File: src/rtl/pot_scanner.sv
// pot_scanner: free-running round-robin scanner for an MCP3008-compatible
// 10-bit SPI ADC. It converts channels 0..CHANNELS-1 in turn, smooths each
// channel with a first-order IIR filter, and publishes the filtered values
// as one packed bus.
//
// Ports:
//   clk          system clock
//   resetn       asynchronous active-low reset
//   enable       level; scanning runs while high (the frame in flight always completes)
//   adc_sclk     SPI clock, mode 0 (idles low)
//   adc_cs_n     ADC chip select, active low
//   adc_mosi     command bits to ADC DIN
//   adc_miso     ADC DOUT (asynchronous, double-flopped here)
//   pots         filtered values, channel n in bits [10n+9:10n]
//   sample_valid one-cycle pulse when pots is updated
//   sample_ch    channel updated with the last sample_valid
//   scan_done    one-cycle pulse together with the sample of channel CHANNELS-1
`timescale 1ns/1ps
module pot_scanner #(
    parameter int CHANNELS = 4,
    parameter int CLKDIV   = 8,
    parameter int GUARD    = 16,
    parameter int SMOOTH   = 2
) (
    input  logic                  clk,
    input  logic                  resetn,
    input  logic                  enable,
    output logic                  adc_sclk,
    output logic                  adc_cs_n,
    output logic                  adc_mosi,
    input  logic                  adc_miso,
    output logic [CHANNELS*10-1:0] pots,
    output logic                  sample_valid,
    output logic [2:0]            sample_ch,
    output logic                  scan_done
);

    localparam int AW   = 10 + SMOOTH;                        // accumulator width
    localparam int CMAX = (CLKDIV > GUARD) ? CLKDIV : GUARD;
    localparam int CW   = $clog2(CMAX);                       // counts 0..CMAX-1
    localparam logic [CW-1:0] HALF_LAST  = CW'(CLKDIV - 1);
    localparam logic [CW-1:0] GUARD_LAST = CW'(GUARD - 1);
    localparam logic [2:0]    CH_LAST    = 3'(CHANNELS - 1);

    typedef enum logic [2:0] {S_IDLE, S_SETUP, S_SHIFT, S_DONE, S_GUARD} state_t;

    state_t          state_reg, state_next;
    logic [CW-1:0]   cnt_reg, cnt_next;
    logic [4:0]      bit_reg, bit_next;
    logic            high_reg, high_next;     // 1 during the SCLK-high half of a bit
    logic [2:0]      ch_reg, ch_next;
    logic            miso_meta_reg, miso_sync_reg;
    logic [9:0]      raw_reg;
    logic            sclk_next, cs_n_next, mosi_next;
    logic            sample_edge;

    // Command frame, bit 0 first: start at bit 7, single-ended at bit 8,
    // channel D2..D0 at bits 9..11, everything else zero.
    function automatic logic frame_bit(input logic [4:0] k, input logic [2:0] c);
        case (k)
            5'd7, 5'd8: return 1'b1;
            5'd9:       return c[2];
            5'd10:      return c[1];
            5'd11:      return c[0];
            default:    return 1'b0;
        endcase
    endfunction

    always_comb begin
        state_next = state_reg;
        cnt_next   = cnt_reg;
        bit_next   = bit_reg;
        high_next  = high_reg;
        ch_next    = ch_reg;
        case (state_reg)
            S_IDLE: begin
                if (enable) begin
                    state_next = S_SETUP;
                    cnt_next   = '0;
                    bit_next   = '0;
                    high_next  = 1'b0;
                end
            end
            S_SETUP: begin
                if (cnt_reg == HALF_LAST) begin
                    state_next = S_SHIFT;
                    cnt_next   = '0;
                end else begin
                    cnt_next = cnt_reg + 1'b1;
                end
            end
            S_SHIFT: begin
                if (cnt_reg == HALF_LAST) begin
                    cnt_next = '0;
                    if (!high_reg) begin
                        high_next = 1'b1;
                    end else if (bit_reg == 5'd23) begin
                        state_next = S_DONE;
                        high_next  = 1'b0;
                    end else begin
                        bit_next  = bit_reg + 5'd1;
                        high_next = 1'b0;
                    end
                end else begin
                    cnt_next = cnt_reg + 1'b1;
                end
            end
            S_DONE: begin
                state_next = S_GUARD;
                cnt_next   = '0;
            end
            S_GUARD: begin
                if (cnt_reg == GUARD_LAST) begin
                    cnt_next   = '0;
                    bit_next   = '0;
                    ch_next    = (ch_reg == CH_LAST) ? 3'd0 : ch_reg + 3'd1;
                    state_next = enable ? S_SETUP : S_IDLE;
                end else begin
                    cnt_next = cnt_reg + 1'b1;
                end
            end
            default: state_next = S_IDLE;
        endcase

        // Pin levels are decoded from the next state and registered, so the
        // SPI lines come straight from flops and MOSI only moves when a new
        // bit (low half) begins.
        cs_n_next = !((state_next == S_SETUP) || (state_next == S_SHIFT));
        sclk_next = (state_next == S_SHIFT) && high_next;
        mosi_next = !cs_n_next && frame_bit(bit_next, ch_next);
    end

    // MISO is taken on the last clk of each high half; bits 14..23 carry B9..B0.
    assign sample_edge = (state_reg == S_SHIFT) && high_reg && (cnt_reg == HALF_LAST);

    always_ff @(posedge clk or negedge resetn) begin
        if (!resetn) begin
            state_reg     <= S_IDLE;
            cnt_reg       <= '0;
            bit_reg       <= '0;
            high_reg      <= 1'b0;
            ch_reg        <= '0;
            miso_meta_reg <= 1'b0;
            miso_sync_reg <= 1'b0;
            raw_reg       <= '0;
            adc_cs_n      <= 1'b1;
            adc_sclk      <= 1'b0;
            adc_mosi      <= 1'b0;
            sample_valid  <= 1'b0;
            sample_ch     <= '0;
            scan_done     <= 1'b0;
        end else begin
            state_reg     <= state_next;
            cnt_reg       <= cnt_next;
            bit_reg       <= bit_next;
            high_reg      <= high_next;
            ch_reg        <= ch_next;
            miso_meta_reg <= adc_miso;
            miso_sync_reg <= miso_meta_reg;
            if (sample_edge && (bit_reg >= 5'd14)) begin
                raw_reg <= {raw_reg[8:0], miso_sync_reg};
            end
            adc_cs_n     <= cs_n_next;
            adc_sclk     <= sclk_next;
            adc_mosi     <= mosi_next;
            sample_valid <= (state_reg == S_DONE);
            scan_done    <= (state_reg == S_DONE) && (ch_reg == CH_LAST);
            if (state_reg == S_DONE) begin
                sample_ch <= ch_reg;
            end
        end
    end

    // Shared filter arithmetic for the channel just converted.
    // acc + r - (acc >> SMOOTH) never goes negative and stays <= 1023 << SMOOTH,
    // so truncating the one-bit-wider intermediate back to AW bits is exact.
    logic [CHANNELS*AW-1:0] acc_flat;
    logic [AW-1:0]          acc_sel;
    logic [AW:0]            acc_sum;

    always_comb begin
        acc_sel = '0;
        for (int i = 0; i < CHANNELS; i++) begin
            if (ch_reg == 3'(i)) begin
                acc_sel = acc_flat[i*AW +: AW];
            end
        end
        acc_sum = {1'b0, acc_sel} + (AW+1)'(raw_reg) - (AW+1)'(acc_sel >> SMOOTH);
    end

    generate
        for (genvar gi = 0; gi < CHANNELS; gi++) begin : g_chan
            logic [AW-1:0] acc_reg;
            logic          first_reg;   // no sample taken since reset: load directly

            always_ff @(posedge clk or negedge resetn) begin
                if (!resetn) begin
                    acc_reg   <= '0;
                    first_reg <= 1'b1;
                end else if ((state_reg == S_DONE) && (ch_reg == 3'(gi))) begin
                    acc_reg   <= first_reg ? (AW'(raw_reg) << SMOOTH) : AW'(acc_sum);
                    first_reg <= 1'b0;
                end
            end

            assign acc_flat[gi*AW +: AW] = acc_reg;
            assign pots[gi*10 +: 10]     = acc_reg[AW-1 -: 10];
        end
    endgenerate

endmodule

File: config.mk
export PLATFORM = sky130hd
export DESIGN_NAME = pot_scanner
export DESIGN_NICKNAME = d
export VERILOG_FILES = /design/src/rtl/pot_scanner.sv
export SDC_FILE = /design/constraint.sdc
export NUM_CORES = 1
export LEC_CHECK = 0
export ABC_AREA = 1
export CAP_MARGIN = 40
export CORE_MARGIN = 2
export CORE_UTILIZATION = 50
export DETAILED_ROUTE_END_ITERATION = 7
export GPL_ROUTABILITY_DRIVEN = 0
export PLACE_DENSITY = 0.72
export SLEW_MARGIN = 20
export SYNTH_ARGS = -nofsm -noshare
export SYNTH_HDL_FRONTEND = slang
export SYNTH_SLANG_ARGS = --single-unit
File: constraint.sdc
create_clock -name clk -period 5.73 [get_ports clk]
set_input_delay 1.719 -clock clk [delete_from_list [all_inputs] [get_ports clk]]
set_output_delay 1.719 -clock clk [all_outputs]
set_load 0.01 [all_outputs]
==> impl_summary.log <==
[metrics] Die X-Extent: between 100 and 150 um
[metrics] combinational family with the most area after synthesis: simple AND/OR/NAND/NOR gates
[metrics] via count normalized by instance count: 5.63
[metrics] count of endpoints failing hold in the final timing report: 0
[metrics] highest clock frequency the design can meet: 231 MHz
[metrics] maximum number of pins on one net before global-route repair: 58
[metrics] area share of the largest cell type after synthesis: 0.380
[metrics] area fraction in compound gates after synthesis: 0.168
[metrics] number of antenna violations at the first check in global routing: 0
[metrics] Die Area: ~12000 um2
[metrics] total instance count after detailed placement: approximately 840
[metrics] clock-pin slew on the worst setup and hold paths: about 0.10 ns
[metrics] Warnings, synthesis: 0
[metrics] RSZ-0062 raised after global routing: false
[metrics] accumulated negative setup slack: 0 ns
[metrics] Total Routing Usage GR: 0.252
[metrics] mapped cell area: between 5000 and 6000 um2
[metrics] PortBufs: 51
[metrics] post-route clock period utilization: 0.754
[metrics] sequential standard cell area: ~2200 um2
[metrics] worst slew slack as a fraction of its limit: 0.446
[metrics] diode insertion count for antenna repair: 0
[metrics] run status: finished, final reports clean
[metrics] FF+latch count, synth: 88
[metrics] static leakage: approximately 2.9 nW
[metrics] global-route wire length before repair: between 20000 and 25000 um
[metrics] multiplexer share of the synthesized area: 0
[metrics] Synth Flop Type: sky130_fd_sc_hd__dfrtp_1
[metrics] # setup viols final: 0
[metrics] Layout Nets: 743
[metrics] synthesized instance count: just over 700
[metrics] number of global-route vias before repair: ~4.6k
[metrics] share of final-layout standard cells stronger than drive strength 1: 0.0615
[metrics] Cell variety after synth: 35
[metrics] DRC violation count after routing: 0
[metrics] ys async rst share: 1.00
[metrics] H-tree Lvls: 3
[metrics] post-synthesis share of cell area spent on full adders, half adders and majority gates: 0.0801
[metrics] element type at the critical path end: flip-flop
[metrics] routed len/inst: 16.1 um
[metrics] number of enable flip-flop cells after synthesis: 0
[metrics] CP startpoint kind: flip-flop
[metrics] post-route antenna net violation count: 0
[metrics] Pwr Density: between 400 and 500 nW/um2
[metrics] starting density of the core: 0.509
[metrics] simple-gate portion of the synthesized area: 0.205
[metrics] DR vias: 4814
[metrics] Floorplan Core Area: around 11000 um2
[metrics] cell with the most instances after synthesis: sky130_fd_sc_hd__nand2_1
[metrics] Layout fillers: approximately 1k
[metrics] largest cells by area after synthesis: sky130_fd_sc_hd__dfrtp_1 38%, sky130_fd_sc_hd__nand2_1 11%, sky130_fd_sc_hd__o21ai_0 5.9%
[metrics] CTS tree: built
[metrics] initial DRC count: ~380
[metrics] average cell area after synthesis: about 7.7 um2
[metrics] synthesized-area fraction occupied by xor and xnor cells: 0.0128
[metrics] maximum ir drop on the vdd rail: approximately 250 uV
[metrics] total detailed-routing wirelength: ~14000 um
[metrics] count of TritonRoute iterations in the first routing pass: 4
[metrics] CTS root buf: sky130_fd_sc_hd__clkbuf_8
[metrics] commonest cells in the netlist: 164 x sky130_fd_sc_hd__nand2_1, 83 x sky130_fd_sc_hd__dfrtp_1, 72 x sky130_fd_sc_hd__inv_1
[metrics] number of placement rows: 38
[metrics] half-perimeter wire length of the detailed placement result: around 10000 um
[metrics] transition time at the pin with the least slew margin: about 0.83 ns
[metrics] Finished Core Util: 0.554
[metrics] Seq/Total Area, Yosys: 0.404
[metrics] ports placed on the boundary: 52
[metrics] non-filler cells in the finished layout: between 800 and 900
[metrics] most area-hungry cell type in the Yosys netlist: sky130_fd_sc_hd__dfrtp_1
[metrics] post-synthesis to final-layout area growth: 8.90%
[metrics] vertical extent of the die: ~110 um
[metrics] worst setup slack for register-to-register paths: roughly 1.4 ns
[metrics] total gr overflow: 0
[metrics] post-cts hold buffer count: 0
[metrics] Critical Path AT: around 4.7 ns
[metrics] crit-path max FO: 12
[metrics] CTS sink count: 88
[metrics] area taken by multi-input logic gates: between 2000 and 3000 um2
[metrics] number of buffers created by CTS: 9
[metrics] Max Buffers Root-to-Sink: 2
[metrics] CTS-repair resized insts: 0
[metrics] class of the most critical hold timing path: flip-flop to flip-flop
[metrics] synthesized net count: between 700 and 800
[metrics] Final Max Tran Viols: 0
[metrics] flip-flop count of the largest register, all copies and words added: 48
[metrics] Worst-Skew Late Latency: 0.38 ns
[metrics] WP data required: around 6.1 ns
[metrics] critical setup path kind: flip-flop to flip-flop
[metrics] postcts setup bufs: 0
[metrics] Clock Skew: 0.0146 ns
[metrics] max-cap violations: 0
[metrics] post-route minimum period: roughly 4.3 ns
cell type report:
type / count / area share
inverters: 85 / 0.0536
multi-input cells: 473 / 0.428
well taps: 140 / 0.0294
clock inverters: 7 / 0.00987
flip-flops and latches: 88 / 0.371
repair buffers: 53 / 0.0878
clock buffers: 9 / 0.0208
per-layer routing:
metal  track usage  vias to the layer above  wire, um
li1              -                     2286         -
met1         0.335                     2288      5970
met2         0.408                      205      6680
met3        0.0344                       35       708
met4         0.116                        0       434
met5             0                        -         0
cell usage in the layout (no fill, tap or decap), types with 11 or more instances in the layout:
cell / n
sky130_fd_sc_hd__dfrtp_1: 83
sky130_fd_sc_hd__o21ai_0: 64
sky130_fd_sc_hd__ha_1: 19
sky130_fd_sc_hd__nand2_1: 164
sky130_fd_sc_hd__inv_1: 72
sky130_fd_sc_hd__nor2_1: 39
sky130_fd_sc_hd__a21oi_1: 56
sky130_fd_sc_hd__o211ai_1: 11
sky130_fd_sc_hd__inv_2: 11
sky130_fd_sc_hd__nand3_1: 45
sky130_fd_sc_hd__o21ai_1: 18
sky130_fd_sc_hd__clkdlybuf4s50_1: 50
where the power goes:
group,switching (mW),internal (mW)
logic,1.05,0.578
registers,0.0599,0.686
clock network,0.252,0.164
total,1.36,1.43
critical path, cell delays in order, from the launching register on:
cell,delay [ns]
sky130_fd_sc_hd__dfrtp_1,0.41
sky130_fd_sc_hd__inv_1,0.15
sky130_fd_sc_hd__ha_1,0.17
sky130_fd_sc_hd__nand2_1,0.08
sky130_fd_sc_hd__nor2_1,0.61
sky130_fd_sc_hd__a221oi_1,0.17
sky130_fd_sc_hd__a21oi_1,0.19
sky130_fd_sc_hd__nand2_1,0.07
sky130_fd_sc_hd__o21a_1,0.15
sky130_fd_sc_hd__fa_1,0.53
sky130_fd_sc_hd__fa_1,0.52
sky130_fd_sc_hd__nand3_1,0.11
sky130_fd_sc_hd__nand3_1,0.10
sky130_fd_sc_hd__a21oi_1,0.23
sky130_fd_sc_hd__o21bai_1,0.10
sky130_fd_sc_hd__xor2_1,0.43
sky130_fd_sc_hd__o21ai_0,0.15
sky130_fd_sc_hd__nand2_1,0.08
cells by family after synthesis:
family	Yosys count
simple gates	267
compound gates	169
buf+inv	146
flops	88
fa+ha+maj	29
xor+xnor	8
final timing paths:
| check | from | end | cells after the start |
|---|---|---|---|
| worst max-delay path | ch_reg[0] | g_chan[1].acc_reg[8] | 17 |
| worst min-delay path | miso_meta_reg | miso_sync_reg | 0 |
| worst max register to register | ch_reg[0] | g_chan[1].acc_reg[8] | 17 |
| worst min register to register | miso_meta_reg | miso_sync_reg | 0 |
| max in group asynchronous | resetn | g_chan[2].first_reg | 2 |
| min in group asynchronous | resetn | g_chan[2].acc_reg[6] | 1 |
per-stage QoR:
step                      hold WS (ns)  worst slack, ns  area [um2]  power, mW
after floorplan                  0.331             2.25        5470       1.94
after global placement           0.335             1.62        5770       2.33
after detailed placement         0.335             1.47        5770       2.36
after CTS                        0.357             1.45        5960       2.78
after global routing             0.367             1.01        5960       3.04
final                            0.354             1.41        5960       2.79
Note: power is estimated with default switching activity, not from simulation.
